[src/rtl/nbit_serial_comparator.sv]
// Bit-serial magnitude comparator: walks two captured WIDTH-bit operands MSB first and
// stops at the first differing bit, reporting GT/EQ/LT with a start/done handshake.
module nbit_serial_comparator #(
  parameter int WIDTH     = 8,
  parameter bit SIGNED_EN = 1'b1
) (
  input  logic             clk,
  input  logic             rst_n,
  input  logic             InStart,
  input  logic             InSigned,
  input  logic [WIDTH-1:0] InA,
  input  logic [WIDTH-1:0] InB,
  output logic             OutBusy,
  output logic             OutDone,
  output logic             OutGT,
  output logic             OutEQ,
  output logic             OutLT
);

  localparam int IW = (WIDTH > 1) ? $clog2(WIDTH) : 1;
  localparam logic [IW-1:0] MSB_IDX = IW'(WIDTH - 1);

  typedef enum logic [1:0] {
    IDLE = 2'd0,
    CMP  = 2'd1,
    DONE = 2'd2
  } state_t;

  state_t           state;
  logic [WIDTH-1:0] op_a;
  logic [WIDTH-1:0] op_b;
  logic             op_signed;
  logic [IW-1:0]    idx;

  logic       bit_a;
  logic       bit_b;
  logic       decided;
  logic [2:0] verdict;   // {gt, eq, lt}

  assign bit_a = op_a[idx];
  assign bit_b = op_b[idx];

  // In two's-complement mode the MSB is the sign, so a set bit there means the smaller value.
  always_comb begin
    decided = 1'b0;
    verdict = 3'b000;
    if (bit_a != bit_b) begin
      decided = 1'b1;
      if ((idx == MSB_IDX) && op_signed)
        verdict = bit_a ? 3'b001 : 3'b100;
      else
        verdict = bit_a ? 3'b100 : 3'b001;
    end else if (idx == '0) begin
      decided = 1'b1;
      verdict = 3'b010;
    end
  end

  always_ff @(posedge clk or negedge rst_n) begin
    if (!rst_n) begin
      state     <= IDLE;
      op_a      <= '0;
      op_b      <= '0;
      op_signed <= 1'b0;
      idx       <= '0;
      OutBusy   <= 1'b0;
      OutDone   <= 1'b0;
      OutGT     <= 1'b0;
      OutEQ     <= 1'b0;
      OutLT     <= 1'b0;
    end else begin
      case (state)
        IDLE, DONE: begin
          OutDone <= 1'b0;
          if (InStart) begin
            op_a      <= InA;
            op_b      <= InB;
            op_signed <= InSigned & SIGNED_EN;
            idx       <= MSB_IDX;
            OutBusy   <= 1'b1;
            state     <= CMP;
          end else begin
            OutBusy <= 1'b0;
            state   <= IDLE;
          end
        end
        CMP: begin
          if (decided) begin
            {OutGT, OutEQ, OutLT} <= verdict;
            OutDone <= 1'b1;
            OutBusy <= 1'b0;
            state   <= DONE;
          end else begin
            idx <= idx - 1'b1;
          end
        end
        default: begin
          OutBusy <= 1'b0;
          OutDone <= 1'b0;
          state   <= IDLE;
        end
      endcase
    end
  end

endmodule

[config.mk]
export PLATFORM = sky130hd
export DESIGN_NAME = nbit_serial_comparator
export DESIGN_NICKNAME = d
export VERILOG_FILES = /design/src/rtl/nbit_serial_comparator.sv
export SDC_FILE = /design/constraint.sdc
export NUM_CORES = 1
export LEC_CHECK = 0
export ABC_AREA = 1
export CAP_MARGIN = 25
export CORE_UTILIZATION = 38
export DETAILED_ROUTE_END_ITERATION = 10
export GPL_TIMING_DRIVEN = 1
export PLACE_DENSITY = 0.59
export REMOVE_ABC_BUFFERS = 1
export SLEW_MARGIN = 30
export SYNTH_ARGS = -nofsm -noshare
export SYNTH_HDL_FRONTEND = slang
export SYNTH_SLANG_ARGS = --single-unit
[constraint.sdc]
create_clock -name clk -period 3.15 [get_ports clk]
set_input_delay 0.63 -clock clk [delete_from_list [all_inputs] [get_ports clk]]
set_output_delay 0.63 -clock clk [all_outputs]
set_load 0.02 [all_outputs]
# After elaboration in Yosys (flattened, before gate mapping)
# Index checks and enable logic that the tools add are counted.
[totals] out_inout_bits=5 input_bits=20 reg_bits=27 word_cells=49
[classes] n_eq_ne=7 magnitude_cmp=1 reduce_logical=8 addsub=1 muxes=22
[op_table] op="$mux 3" n=6
[op_table] op="$mux 1" n=9
[op_table] op="$bmux 1 s3" n=2
[op_table] op="$ne 2x2->1 const B" n=3
[op_table] op="$pmux 3 s2" n=1
[op_table] op="$lt 3x4->1 const B" n=1
[op_table] op="$mux 2" n=2
[op_table] op="$pmux 2 s2" n=1
[op_table] op="$reduce_and 2->1" n=2
[op_table] op="$eq 3x3->1 const B" n=1
[op_table] op="$logic_not 3->1" n=1
[op_table] op="$reduce_and 3->1" n=1
[op_table] op="$sub 3x1->3 const B" n=1
[op_table] op="$eq 2x1->1 const B" n=1
[op_table] op="$eq 2x2->1 const B" n=1
[op_table] op="$logic_not 2->1" n=1
[op_table] op="$pmux 1 s2" n=1
[op_table] op="$reduce_bool 2->1" n=1
[op_table] op="$reduce_or 2->1" n=1
[op_table] op="$logic_and 1x1->1" n=1
[op_table] op="$ne 1x1->1" n=1

# Logic depth before layout (Yosys ltp)
[depth] ltp_word=6 ltp_mapped=12 mapped_depth_nobuf=12

# Least setup slack after synthesis
# No wires, ideal clock.
[synth_timing] kind="input-to-reg" start="in InStart" end="reg op_a[6]" required_time_ps=3025 stages=3 arrival_ps=1321 setup_ps=125 path_slack_ps=1705 path_buffers=1 cell_sequence="nand2_1 -> clkbuf_8 -> mux2_2"
[synth_via] elab_chain_len=1
[synth_lines] item="from (decl)" line_no="9" source="input logic InStart,"
[synth_lines] item="$reduce_and 2->1 (no source line)"
[synth_lines] item="to (signal assigned)" line_no="76" source="op_a <= InA;"
[synth_lines] item="to (decl)" line_no="30" source="logic [WIDTH-1:0] op_a;"
# Every way passes these cells.
# A chain may end at the register's enable or synchronous reset.

# Worst setup path after layout
[layout_timing] start="reg OutGT" end="out OutGT"
[layout_lines] item="from (decl)" line_no="15" source="output logic OutGT,"
[layout_lines] item="from (signal assigned)" line_no="89" source="{OutGT, OutEQ, OutLT} <= verdict;"
# No word-level cell between the ends.

==> flow_summary_export.csv <==
group,metric,value,unit
placed_design,port_buffers,24,
yosys,synthCells,159,
cells_and_area,antenna_cells,0,
clock_network,cts_htree_levels,1,
placed_design,gp_congestion,0.803,
global_routing,grt_pass1_wl,4220,um
min_path,hold_end,"OutDone$_DFFE_PN0P_",
yosys,postSynthAreaPerCell,8.55,um2
timing,setup_tns,0,ps
timing,slew_headroom,50.9,%
setup_path,slowest_stage,"clkdlybuf4s50_1",
yosys,yosysSeqAreaShare,47.9,%
routing,routed_wirelength,2370,um
clock_network,insertion_delay,320,ps
setup_path,critPathBufInv,1,
die,die_h,61.8,um
placed_design,place_hpwl,1770,um
timing,timing.hold.ws,509,ps
setup_path,rr_startpoint,"idx[0]$_DFFE_PN0P_",
routing,dr.pass1.iters,4,
clock_network,cts-root-buf,"clkbuf_4",
timing,period_share,61.3,%
min_path,hold_start,"OutDone$_DFFE_PN0P_",
routing,viasPerCell,4.54,
yosys,synthDistinctLibCells,22,
timing,fmax,518,MHz
clock_network,cts_setup_buffers,0,
die,rows,21,
power,p_leak,0.835,nW
timing,fin_crit,1930,ps
global_routing,grt_pass1_vias,1016,
yosys,syn_area,0.00136,mm2
clock_network,clk_pin_slew_worst_paths,140,ps
timing,final-setup-viol-count,0,
setup_path,r2r_cells,11,
power,ir_drop,0.405,mV
routing,drt-wirelength-per-cell,10.3,um
setup_path,rrSetupSlack,1450,ps
timing,rsz0062_at_grt,"false",
clock_network,post_cts_resized,0,
setup_path,worst_ep_required_time,2520,ps
timing,skew,6.53,ps
timing,hold_viol_final,0,
yosys,synth_seq_cells,26,
clock_network,cts_tree,"yes",
clock_network,cts_buffers,3,
placed_design,placed_area,0.00163,mm2
cells_and_area,nets,209,
global_routing,grtUsageTotal,15.1,%
setup_path,crit_type,"register to output port",
setup_path,critPathTopFamily,"buffers and inverters",
clock_network,numClockSinks,26,
die,start_util,40.1,%
min_path,hold_path_class,"register to register",
cells_and_area,area_growth_syn_to_layout,22.7,%
routing,drc_errors,0,
clock_network,cts_buffer_depth,2,
power,powerDensity,1010,mW/mm2
setup_path,endpoint_kind,"output port",
routing,drt_iter0_drc,41,
die,core,0.00339,mm2
cells_and_area,finalNonFillerCells,231,
cells_and_area,fillers,322,
timing,slew_violations,0,
global_routing,antenna_found_initial,0,
setup_path,max_stage_delay,600,ps
die,pin_count,25,
status,status,"complete, no violations",
timing,worst_pin_slew,735,ps
setup_path,cp.arrival,1300,ps
die,die-area,0.00382,mm2
routing,drt.antenna.violating_nets,0,
cells_and_area,final_layout_size_suffix_gt1_share,15.1,%
setup_path,worstPathCellList,"clkdlybuf4s50_1",
cells_and_area,fin_area,0.00167,mm2
setup_path,r2r-end,"idx[2]$_DFFE_PN0P_",
routing,dr_total_vias,1048,
setup_path,startpoint_type,"register",
min_path,whs_path_depth,1,
global_routing,grt_max_degree,27,
global_routing,gr-total-overflow,0,
flow_run,cap_viol_max_count,0,
setup_path,cp_max_fo,2,
die,fp.dieW,61.8,um
clock_network,holdBufCountCts,0,
yosys,synth_warnings,0,
placed_design,place_inst,227,
==> cells by family (layout without fill, tap and decap cells) <==
group                      after synthesis  in the layout  synth area share [%]
AOI/OAI and AO/OA                       17             17                  7.27
muxes                                    5              5                  4.14
DFF                                     26             26                  47.9
buffers and inverters                   24             50                  8.56
and+or+nand+nor                         84             84                  29.4
adders and majority gates                3              3                  2.76
==> metal layers <==
layer | part of all wire, % | global-route usage (%)
met1 | 50 | 19.9
met2 | 45 | 24.0
met3 | 2.8 | 2.48
met4 | 2.0 | 7.62
met5 | 0 | 0
==> report_power, final <==
| group | internal, mW | switching (mW) | total, mW |
|---|---|---|---|
| sequential | 0.497 | 0.105 | 0.602 |
| combinational | 0.368 | 0.550 | 0.918 |
| clock | 0.0706 | 0.0952 | 0.166 |
==> how the worst max path moves through the flow <==
stage / startpoint / endpoint / slack, ps / cells past startpoint
2_1_floorplan: InStart / op_a[4]$_DFFE_PN0P_ / 1400 / 2
3_3_place_gp: InStart / op_a[0]$_DFFE_PN0P_ / 1000 / 5
3_5_place_dp: InStart / op_a[0]$_DFFE_PN0P_ / 950 / 5
4_1_cts: OutEQ$_DFFE_PN0P_ / OutEQ / 1210 / 1
5_1_grt: OutGT$_DFFE_PN0P_ / OutGT / 1140 / 1
6_report: OutGT$_DFFE_PN0P_ / OutGT / 1220 / 1
==> stage by stage <==
step	worst slack (ps)	utilization (%)	power [mW]
global route	1140	49.2	1.88
global placement	996	48.1	1.52
floorplan	1400	-	1.30
finish	1220	49.2	1.69
CTS	1210	49.2	1.71
detailed placement	955	48.1	1.54
==> registers in the layout (all words and copies together) (netlist names) <==
signal	flops
OutLT	1
OutEQ	1
op_signed	1
op_a	8
state	2
idx	3
OutGT	1
op_b	8
OutDone	1
==> final cells by class <==
class	instances	area [um2]	share of cell area [%]
Timing Repair Buffer	26	255	15.3
Multi-Input combinational cell	109	592	35.5
Sequential cell	26	651	39.0
Tap cell	46	57.6	3.45
Inverter	20	75.1	4.50
Clock buffer	4	36.3	2.18
==> cell usage after synthesis, drive strengths merged <==
master / instances / share of area, %
a21oi: 14 / 6.0
buf: 3 / 2.0
clkbuf: 1 / 1.0
dfrtp: 26 / 48
ha: 3 / 2.8
inv: 20 / 5.5
mux2: 5 / 4.1
nand2: 50 / 16
nand3: 19 / 8.7
nor2: 14 / 4.1
o21a: 1 / 0.55
o21ai: 2 / 0.74
or2: 1 / 0.46
==> placed cells by master (no fill, tap or decap), drive strengths merged <==
master         count
o21a               1
inv               20
o21ai              2
clkbuf             4
dfrtp             26
nand3             19
ha                 3
clkdlybuf4s50     24
a21oi             14
nor2              14
buf                2
mux2               5
or2                1
nand2             50
(Power assumes the default switching activity.)
